$ cat src/rtl/sync_fifo_flags_if.sv
// sync_fifo_flags_if: producer/consumer bundle for sync_fifo_flags.
// The master drives requests and write data; the slave is the FIFO itself.
interface sync_fifo_flags_if #(
    parameter int WIDTH = 8,
    parameter int DEPTH = 16
);
    localparam int CW = $clog2(DEPTH + 1);

    logic             wr_en;
    logic             rd_en;
    logic [WIDTH-1:0] data;
    logic [WIDTH-1:0] dout;
    logic             valid;
    logic             full;
    logic             empty;
    logic             almost_full;
    logic             almost_empty;
    logic [CW-1:0]    count;
    logic             overflow;
    logic             underflow;

    modport master (
        output wr_en, rd_en, data,
        input  dout, valid, full, empty, almost_full,
        input  almost_empty, count, overflow, underflow
    );

    modport slave (
        input  wr_en, rd_en, data,
        output dout, valid, full, empty, almost_full,
        output almost_empty, count, overflow, underflow
    );
endinterface

$ cat src/rtl/sync_fifo_flags.sv
// sync_fifo_flags: single-clock FIFO with occupancy, thresholds, error pulses.
// Define SYNC_FIFO_FWFT_EN for first-word-fall-through read mode.
module sync_fifo_flags #(
    parameter int WIDTH     = 8,
    parameter int DEPTH     = 16,
    parameter int AF_THRESH = DEPTH - 2,
    parameter int AE_THRESH = 2
) (
    input logic             clk,
    input logic             rst,
    sync_fifo_flags_if.slave io_fifo
);
    localparam int CW = $clog2(DEPTH + 1);
    localparam int PW = $clog2(DEPTH);
    localparam logic [CW-1:0] C_DEPTH = CW'(DEPTH);
    localparam logic [CW-1:0] C_AF    = CW'(AF_THRESH);
    localparam logic [CW-1:0] C_AE    = CW'(AE_THRESH);
    localparam logic [PW-1:0] C_LAST  = PW'(DEPTH - 1);

    generate
        if (WIDTH < 1 || DEPTH < 2) begin : g_bad_size
            $error("sync_fifo_flags: WIDTH or DEPTH out of range");
        end
        if (AF_THRESH < 1 || AF_THRESH > DEPTH) begin : g_bad_af
            $error("sync_fifo_flags: AF_THRESH out of range");
        end
        if (AE_THRESH < 0 || AE_THRESH > DEPTH - 1) begin : g_bad_ae
            $error("sync_fifo_flags: AE_THRESH out of range");
        end
    endgenerate

    logic [WIDTH-1:0] r_mem [DEPTH];
    logic [PW-1:0]    r_wr_ptr;
    logic [PW-1:0]    r_rd_ptr;
    logic [CW-1:0]    r_count;
    logic             r_full;
    logic             r_empty;
    logic             r_af;
    logic             r_ae;
    logic             r_ovf;
    logic             r_unf;

    logic             w_rd_acc;
    logic             w_wr_acc;
    logic [CW-1:0]    w_cnt_nxt;
    logic [PW-1:0]    w_wr_ptr_nxt;
    logic [PW-1:0]    w_rd_ptr_nxt;

    // Accept decisions use registered flags; a pop frees a slot when full.
    always_comb begin
        w_rd_acc     = io_fifo.rd_en & ~r_empty;
        w_wr_acc     = io_fifo.wr_en & (~r_full | w_rd_acc);
        w_cnt_nxt    = r_count + CW'(w_wr_acc) - CW'(w_rd_acc);
        w_wr_ptr_nxt = (r_wr_ptr == C_LAST) ? '0 : r_wr_ptr + PW'(1);
        w_rd_ptr_nxt = (r_rd_ptr == C_LAST) ? '0 : r_rd_ptr + PW'(1);
    end

    // Storage: written only on accepted writes, never reset.
    always_ff @(posedge clk) begin
        if (w_wr_acc) begin
            r_mem[r_wr_ptr] <= io_fifo.data;
        end
    end

    // Pointers, occupancy, flags (from next count) and error pulses.
    always_ff @(posedge clk or posedge rst) begin
        if (rst) begin
            r_wr_ptr <= '0;
            r_rd_ptr <= '0;
            r_count  <= '0;
            r_full   <= 1'b0;
            r_empty  <= 1'b1;
            r_af     <= 1'b0;
            r_ae     <= 1'b1;
            r_ovf    <= 1'b0;
            r_unf    <= 1'b0;
        end else begin
            if (w_wr_acc) begin
                r_wr_ptr <= w_wr_ptr_nxt;
            end
            if (w_rd_acc) begin
                r_rd_ptr <= w_rd_ptr_nxt;
            end
            r_count <= w_cnt_nxt;
            r_full  <= (w_cnt_nxt == C_DEPTH);
            r_empty <= (w_cnt_nxt == '0);
            r_af    <= (w_cnt_nxt >= C_AF);
            r_ae    <= (w_cnt_nxt <= C_AE);
            r_ovf   <= io_fifo.wr_en & r_full & ~w_rd_acc;
            r_unf   <= io_fifo.rd_en & r_empty;
        end
    end

`ifdef SYNC_FIFO_FWFT_EN
    // Head word is presented combinationally whenever the FIFO holds data.
    always_comb begin
        io_fifo.dout  = r_empty ? '0 : r_mem[r_rd_ptr];
        io_fifo.valid = ~r_empty;
    end
`else
    logic [WIDTH-1:0] r_dout;
    logic             r_valid;

    // Registered read: dout updates only on an accepted pop.
    always_ff @(posedge clk or posedge rst) begin
        if (rst) begin
            r_dout  <= '0;
            r_valid <= 1'b0;
        end else begin
            r_valid <= w_rd_acc;
            if (w_rd_acc) begin
                r_dout <= r_mem[r_rd_ptr];
            end
        end
    end

    assign io_fifo.dout  = r_dout;
    assign io_fifo.valid = r_valid;
`endif

    assign io_fifo.count        = r_count;
    assign io_fifo.full         = r_full;
    assign io_fifo.empty        = r_empty;
    assign io_fifo.almost_full  = r_af;
    assign io_fifo.almost_empty = r_ae;
    assign io_fifo.overflow     = r_ovf;
    assign io_fifo.underflow    = r_unf;
endmodule

$ cat src/flat_wrapper.sv
// flat-port wrapper written by rule: the top's interface ports become plain ports
module sync_fifo_flags_flat 
#(
    parameter int WIDTH     = 8,
    parameter int DEPTH     = 16,
    parameter int AF_THRESH = DEPTH - 2,
    parameter int AE_THRESH = 2
)
  (clk, rst, io_fifo_wr_en, io_fifo_rd_en, io_fifo_data, io_fifo_dout, io_fifo_valid, io_fifo_full, io_fifo_empty, io_fifo_almost_full, io_fifo_almost_empty, io_fifo_count, io_fifo_overflow, io_fifo_underflow);
  sync_fifo_flags_if #(.WIDTH(WIDTH), .DEPTH(DEPTH)) io_fifo_i ();
  input logic clk;
  input logic rst;
  input wire logic [$bits(io_fifo_i.wr_en)-1:0] io_fifo_wr_en;
  input wire logic [$bits(io_fifo_i.rd_en)-1:0] io_fifo_rd_en;
  input wire logic [$bits(io_fifo_i.data)-1:0] io_fifo_data;
  output wire logic [$bits(io_fifo_i.dout)-1:0] io_fifo_dout;
  output wire logic [$bits(io_fifo_i.valid)-1:0] io_fifo_valid;
  output wire logic [$bits(io_fifo_i.full)-1:0] io_fifo_full;
  output wire logic [$bits(io_fifo_i.empty)-1:0] io_fifo_empty;
  output wire logic [$bits(io_fifo_i.almost_full)-1:0] io_fifo_almost_full;
  output wire logic [$bits(io_fifo_i.almost_empty)-1:0] io_fifo_almost_empty;
  output wire logic [$bits(io_fifo_i.count)-1:0] io_fifo_count;
  output wire logic [$bits(io_fifo_i.overflow)-1:0] io_fifo_overflow;
  output wire logic [$bits(io_fifo_i.underflow)-1:0] io_fifo_underflow;
  assign io_fifo_i.wr_en = io_fifo_wr_en;
  assign io_fifo_i.rd_en = io_fifo_rd_en;
  assign io_fifo_i.data = io_fifo_data;
  assign io_fifo_dout = io_fifo_i.dout;
  assign io_fifo_valid = io_fifo_i.valid;
  assign io_fifo_full = io_fifo_i.full;
  assign io_fifo_empty = io_fifo_i.empty;
  assign io_fifo_almost_full = io_fifo_i.almost_full;
  assign io_fifo_almost_empty = io_fifo_i.almost_empty;
  assign io_fifo_count = io_fifo_i.count;
  assign io_fifo_overflow = io_fifo_i.overflow;
  assign io_fifo_underflow = io_fifo_i.underflow;
  sync_fifo_flags #(.WIDTH(WIDTH), .DEPTH(DEPTH), .AF_THRESH(AF_THRESH), .AE_THRESH(AE_THRESH)) u_core (.clk(clk), .rst(rst), .io_fifo(io_fifo_i));
endmodule
$ cat config.mk
export PLATFORM = sky130hd
export DESIGN_NAME = sync_fifo_flags_flat
export DESIGN_NICKNAME = d
export VERILOG_FILES = /design/src/rtl/sync_fifo_flags_if.sv /design/src/rtl/sync_fifo_flags.sv /design/src/flat_wrapper.sv
export SDC_FILE = /design/constraint.sdc
export NUM_CORES = 1
export LEC_CHECK = 0
export ABC_AREA = 1
export CORE_ASPECT_RATIO = 0.5
export CORE_MARGIN = 2
export CORE_UTILIZATION = 40
export CTS_BUF_LIST = sky130_fd_sc_hd__clkbuf_8
export DETAILED_ROUTE_END_ITERATION = 16
export GPL_ROUTABILITY_DRIVEN = 0
export PLACE_DENSITY = 0.64
export SYNTH_ARGS = -nofsm -noshare
export SYNTH_HDL_FRONTEND = slang
export SYNTH_SLANG_ARGS = --single-unit
$ cat constraint.sdc
create_clock -name clk -period 2.01 [get_ports clk]
set_input_delay 0.201 -clock clk [delete_from_list [all_inputs] [get_ports clk]]
set_output_delay 0.201 -clock clk [all_outputs]
set_load 0.01 [all_outputs]
==> results.cfg, run 1 <==
[run_status]
status = finished with violations
violations = setup timing

[clock_tree]
holdBufCountCts = 0
root_buffer = clkbuf_8
numCtsBuffers = 17
path_clk_slew_ns = 0.08
max-clock-path-buffers = 2
cts_tree = built
clock_latency_ns = 0.45
htree_levels = 4
cts_sinks = 156

[synth]
synth_edf_count = 128
synth_top_flop_cell = edfxtp_1
synthCells = 621
yosys_warnings = 0
yosysMostFrequentCell = nand2_1
synth_compound_area_share_pct = 1.127
synth.ff_latch_count = 156
synth_top_area_share_pct = 57.68
synth_top_family_by_area = simple AND/OR/NAND/NOR gates
synth-simple-area-share_pct = 21.87
synthMuxAreaShare_pct = 0
syn_area_um2 = 6664
synthTopCellsByArea = edfxtp_1, nand2_1, dfrtp_1
synth_nets = 643
ys_async_sr_fraction_pct = 17.95
syn_avg_cell_area_um2 = 10.73
yosysSeqAreaShare_pct = 68.23
synth_xor_area_share_pct = 0.6572
yosysTopAreaCell = edfxtp_1
synthTopCellsByCount = nand2_1, edfxtp_1, nand3_1
yosys.area_share.adder_pct = 1.990
synth_cell_types = 29

[power_and_ir_drop]
power_leakage_nw = 3.237
power_density_nw_per_um2 = 1413
p_sw_mw = 4.210
fin_total_pwr_mw = 11.09
irDropWorstVdd_uv = 781.3
sw_frac_of_total_pct = 37.98
pwr-share-clk_pct = 21.8
combPwrFrac_pct = 39.4
power.share.sequential_pct = 38.8
power.internal_mw = 6.876

[setup_path]
r2r_start = u_core.io_fifo.empty
worstPathCellList = nor2_4, inv_4, nand2_2, nand2_2, ha_4, inv_2, fa_2, o21ai_2, xor2_1, inv_1, nor2_2
r2r-end = u_core.io_fifo.full
worstPathArrival_ns = 2.40
cp_common_cell = nand2_2
crit_type = reg2reg
cp_num_cells = 11
path_buf_inv = 3
rr_worst_depth = 11
endpoint_kind = flop
cp_max_fo = 3
critical_path.startpoint_type = flop
cp_top_family = flip-flops
worstPathRequired_ns = 2.40
slowest_stage = dfstp_2
r2r_setup_slack_ns = -0.0006
slowest_delay_ns = 0.58

[floorplan]
die_area_um2 = 17770
fp-row-count = 33
fp.dieH_um = 95.27
io_pins = 32
core-area_um2 = 16350
start_util_pct = 40.76
die_w_um = 186.5

[global_routing]
grt-ovfl-total = 0
grt_antenna_before_repair = 0
grt_pass1_wl_um = 22920
grt_max_degree = 70
grt_pass1_vias = 4277
track_usage_pct = 17.22

[route]
drc_errors = 0
vias = 4438
drtIter0Drc = 347
met2WireLength_um = 6332
wl_um = 14270
dr_wl_met3_um = 1026
wl_per_cell_um = 15.51
firstDrtPassIters = 7
viasPerCell = 4.824
wl_met1_um = 6737
drtAntennaViolNets = 0
dr.max_layer_used = met4

[sta]
setup_slack_ns = -0.0006086
period_needed_ns = 2.011
finalSetupViolations = 1
drv_slew = 0
max_slew_margin_pct = 56.55
timing.setup.tns_ns = -0.0006086
hold_viol = 0
finClkSkew_ns = 0.009559
clock.fmax_mhz = 497.4
holdWs_ns = 0.1153
finalCritPeriodShare_pct = 100.0
tightest_slew_ns = 0.6497
rsz0062_at_grt = yes

[final_layout]
area_delta_synth_final_pct = 17.71
n_antenna_cell = 0
fillers = 1479
finalNetCount = 702
layout.cells.non_filler = 920
drive_gt1_share_pct = 11.98
postLayoutCellArea_um2 = 7844
fin_util_pct = 47.97

[place]
dp_cells = 887
dp_hpwl_um = 8994
port_buffers = 31
dp_slack_ns = -0.4347
placed_area_um2 = 7405

[run]
drv_cap = 0

[min_path]
worst_hold_path_type = in2async
## layout make-up
class | instances | area, um^2 | share of cell area [%]
timing repair buffer | 66 | 623.1 | 7.944
clock buffer | 17 | 234.0 | 2.983
clock inverter | 15 | 173.9 | 2.217
inverter | 62 | 237.7 | 3.031
sequential | 156 | 4548 | 57.98
tap | 227 | 284.0 | 3.621
multi-input combinational | 377 | 1743 | 22.22
## power groups by stage
| stage | Combinational (mW) | Clock [mW] | Sequential, mW |
|---|---|---|---|
| after floorplan | 2.82 | 0 | 4.36 |
| after detailed placement | 4.32 | 0 | 4.37 |
| final | 4.36 | 2.42 | 4.30 |
| after CTS | 4.37 | 2.46 | 4.31 |
| after global routing | 4.90 | 2.60 | 4.36 |
| after global placement | 4.23 | 0 | 4.36 |
## per-layer routing
metal | vias to the layer above | GRT usage [%]
li1 | 2167 | -
met1 | 2132 | 23.00
met3 | 15 | 5.042
met2 | 124 | 27.27
met4 | 0 | 5.886
met5 | - | 0
## worst register-to-register path, stage by stage (launching register included)
cell,delay [ns]
dfstp_2,0.58
nor2_4,0.06
inv_4,0.07
nand2_2,0.05
nand2_2,0.07
ha_4,0.13
inv_2,0.03
fa_2,0.37
o21ai_2,0.16
xor2_1,0.20
inv_1,0.11
nor2_2,0.13
## worst max-delay path by stage
stage	startpoint	endpoint	slack, ns
after floorplan	u_core.io_fifo.empty	u_core.io_fifo.almost_empty	0.02
after global placement	io_fifo_rd_en	u_core.io_fifo.almost_empty	-0.33
after detailed placement	io_fifo_rd_en	u_core.io_fifo.full	-0.43
after CTS	u_core.io_fifo.empty	u_core.io_fifo.full	-0.02
after global routing	u_core.io_fifo.empty	u_core.io_fifo.full	-0.11
final	u_core.io_fifo.empty	u_core.io_fifo.full	-0.0006
## logic make-up after synthesis
family	count (synthesis)
flops	156
buf+inv	88
compound gates	13
fa+ha+maj	10
simple gates	349
xor+xnor	5
## flip-flops by register name, indices dropped and copies added (netlist names)
register	count
u_core.io_fifo.overflow	1
u_core.io_fifo.almost_full	1
u_core.io_fifo.dout	8
u_core.r_rd_ptr	4
u_core.io_fifo.full	1
u_core.io_fifo.underflow	1
u_core.io_fifo.valid	1
u_core.io_fifo.almost_empty	1
u_core.io_fifo.empty	1
u_core.r_wr_ptr	4
u_core.io_fifo.count	5
u_core.r_mem	128
## placed cells by master, fill, tap and decap left out, drive strengths merged, types with 4 or more instances in the layout
cell and n:
nand2 221, edfxtp 128, nand3 98, inv 67, buf 35, clkdlybuf4s50 31, dfrtp 26, nor2 23
clkbuf 17, ha 9, o21ai 8, clkinv 4
## what timing repair did
action,4_1_cts,5_1_grt
endpoints found under the hold margin,0,0
pin swaps,2,7
setup buffers,1,0
setup endpoints to repair,4,5
gates resized for setup,4,5
cloned,0,0
Power figures use the tool's default switching activity.
==> run 2: changes to the inputs <==
--- a/config.mk
+++ b/config.mk
@@ -7,7 +7,7 @@
 export LEC_CHECK = 0
 export ABC_AREA = 1
 export CORE_ASPECT_RATIO = 0.5
-export CORE_MARGIN = 2
+export CORE_MARGIN = 4
 export CORE_UTILIZATION = 40
 export CTS_BUF_LIST = sky130_fd_sc_hd__clkbuf_8
 export DETAILED_ROUTE_END_ITERATION = 16
==> results.cfg, run 2 (synthesized netlist as in run 1, its figures left out) <==
[floorplan]
io_pins = 32
die_area_um2 = 18910
start_util_pct = 40.76
fp-row-count = 33
core-area_um2 = 16350
fp.dieH_um = 99.27
die_w_um = 190.5

[clock_tree]
path_clk_slew_ns = 0.08
cts_tree = built
htree_levels = 4
postCtsSetupRepairBufs = 0
max-clock-path-buffers = 2
numCtsBuffers = 17
clock_latency_ns = 0.44
cts_sinks = 156
holdBufCountCts = 0
root_buffer = clkbuf_8

[setup_path]
worstPathArrival_ns = 2.39
path_buf_inv = 3
cp_max_fo = 4
cp_top_family = flip-flops
critical_path.startpoint_type = flop
worstPathRequired_ns = 2.38
slowest_stage = dfstp_2
endpoint_kind = flop
slowest_delay_ns = 0.57
worstPathCellList = nor2_4, inv_4, nand2_1, nand2_1, ha_2, inv_2, fa_2, o21ai_2, xor2_1, inv_1, nor2_1
crit_type = reg2reg
cp_common_cell = nand2_1

[power_and_ir_drop]
power_density_nw_per_um2 = 1397
irDropWorstVdd_uv = 758.4
power_leakage_nw = 3.220

[route]
viasPerCell = 4.765
wl_um = 14150
drtIter0Drc = 358
drtAntennaViolNets = 0
wl_per_cell_um = 15.34
vias = 4393
drc_errors = 0
firstDrtPassIters = 5

[final_layout]
finalNetCount = 704
largest_reg_flops = 128
area_delta_synth_final_pct = 16.88
n_antenna_cell = 0
layout.cells.non_filler = 922
mostFrequentLayoutCell = nand2_1
layout_common_cells = nand2_1, edfxtp_1, nand3_1
top_register = u_core.r_mem
postLayoutCellArea_um2 = 7789
drive_gt1_share_pct = 12.09

[sta]
finalCritPeriodShare_pct = 100.5
hold_viol = 0
rsz0062_at_grt = yes
drv_slew = 0
max_slew_margin_pct = 58.03
finalSetupViolations = 2
period_needed_ns = 2.020
setup_slack_ns = -0.009861
timing.setup.tns_ns = -0.01665
tightest_slew_ns = 0.6276
clock.fmax_mhz = 495.1
finClkSkew_ns = 0.01549

[run_status]
status = finished with violations
violations = setup timing

[global_routing]
track_usage_pct = 15.46
grt-ovfl-total = 0
grt_antenna_before_repair = 0
grt_pass1_vias = 4159
grt_max_degree = 41
grt_pass1_wl_um = 22450

[run]
drv_cap = 0

[place]
dp_slack_ns = -0.3828
dp_hpwl_um = 9129
port_buffers = 31
dp_cells = 890
placed_area_um2 = 7390

[min_path]
worst_hold_path_type = in2async
run 2: final cells by class:
class,count,area [um^2]
tap,227,284.0
clock buffer,17,234.0
clock inverter,15,148.9
inverter,62,237.7
sequential,156,4548
timing repair buffer,68,600.6
fill,1482,8562
multi-input combinational,377,1735
run 2: power by group:
group          internal, mW  switching [mW]
combinational          1.60            2.73
clock                  1.10            1.15
sequential             4.03           0.271
total                  6.73            4.15
run 2: routing by layer:
metal	up-vias	GRT usage [%]	share of wire [%]	wire, um
li1	2171	-	-	-
met1	2080	22.51	46	6497
met2	126	22.82	45	6330
met3	16	3.541	7.8	1110
met4	0	5.792	1.5	208
met5	-	0	0	0
run 2: final timing paths:
check / end / cells after the start / slack, ns / start
worst max-delay path: u_core.io_fifo.full / 11 / -0.01 / u_core.io_fifo.empty
worst min-delay path: u_core.io_fifo.dout[6] / 3 / 0.13 / rst
worst max register to register: u_core.io_fifo.full / 11 / -0.01 / u_core.io_fifo.empty
worst min register to register: u_core.io_fifo.dout[4] / 2 / 0.49 / u_core.io_fifo.dout[4]
max in group asynchronous: u_core.io_fifo.almost_empty / 3 / 1.57 / rst
min in group clk: u_core.io_fifo.underflow / 3 / 0.32 / io_fifo_rd_en
run 2: per-stage QoR:
step | hold WS, ns | power [mW] | utilization [%]
2_1_floorplan | 0.2649 | 7.175 | -
3_3_place_gp | 0.4664 | 8.548 | 45.19
3_5_place_dp | 0.4697 | 8.619 | 45.19
4_1_cts | 0.1239 | 10.89 | 47.56
5_1_grt | 0.1485 | 11.67 | 47.64
6_report | 0.1288 | 10.88 | 47.64
run 2: worst register-to-register path, delay by kind of cell (launching register included):
kind,cells,cell delay [ns]
xor+xnor,1,0.20
flops,1,0.57
compound gates,1,0.15
simple gates,4,0.28
buf+inv,3,0.19
fa+ha+maj,2,0.56
run 2: timing repair:
item                       CTS  global route
pin swaps                    0             4
setup endpoints to repair    2             4
resized for setup            1             6
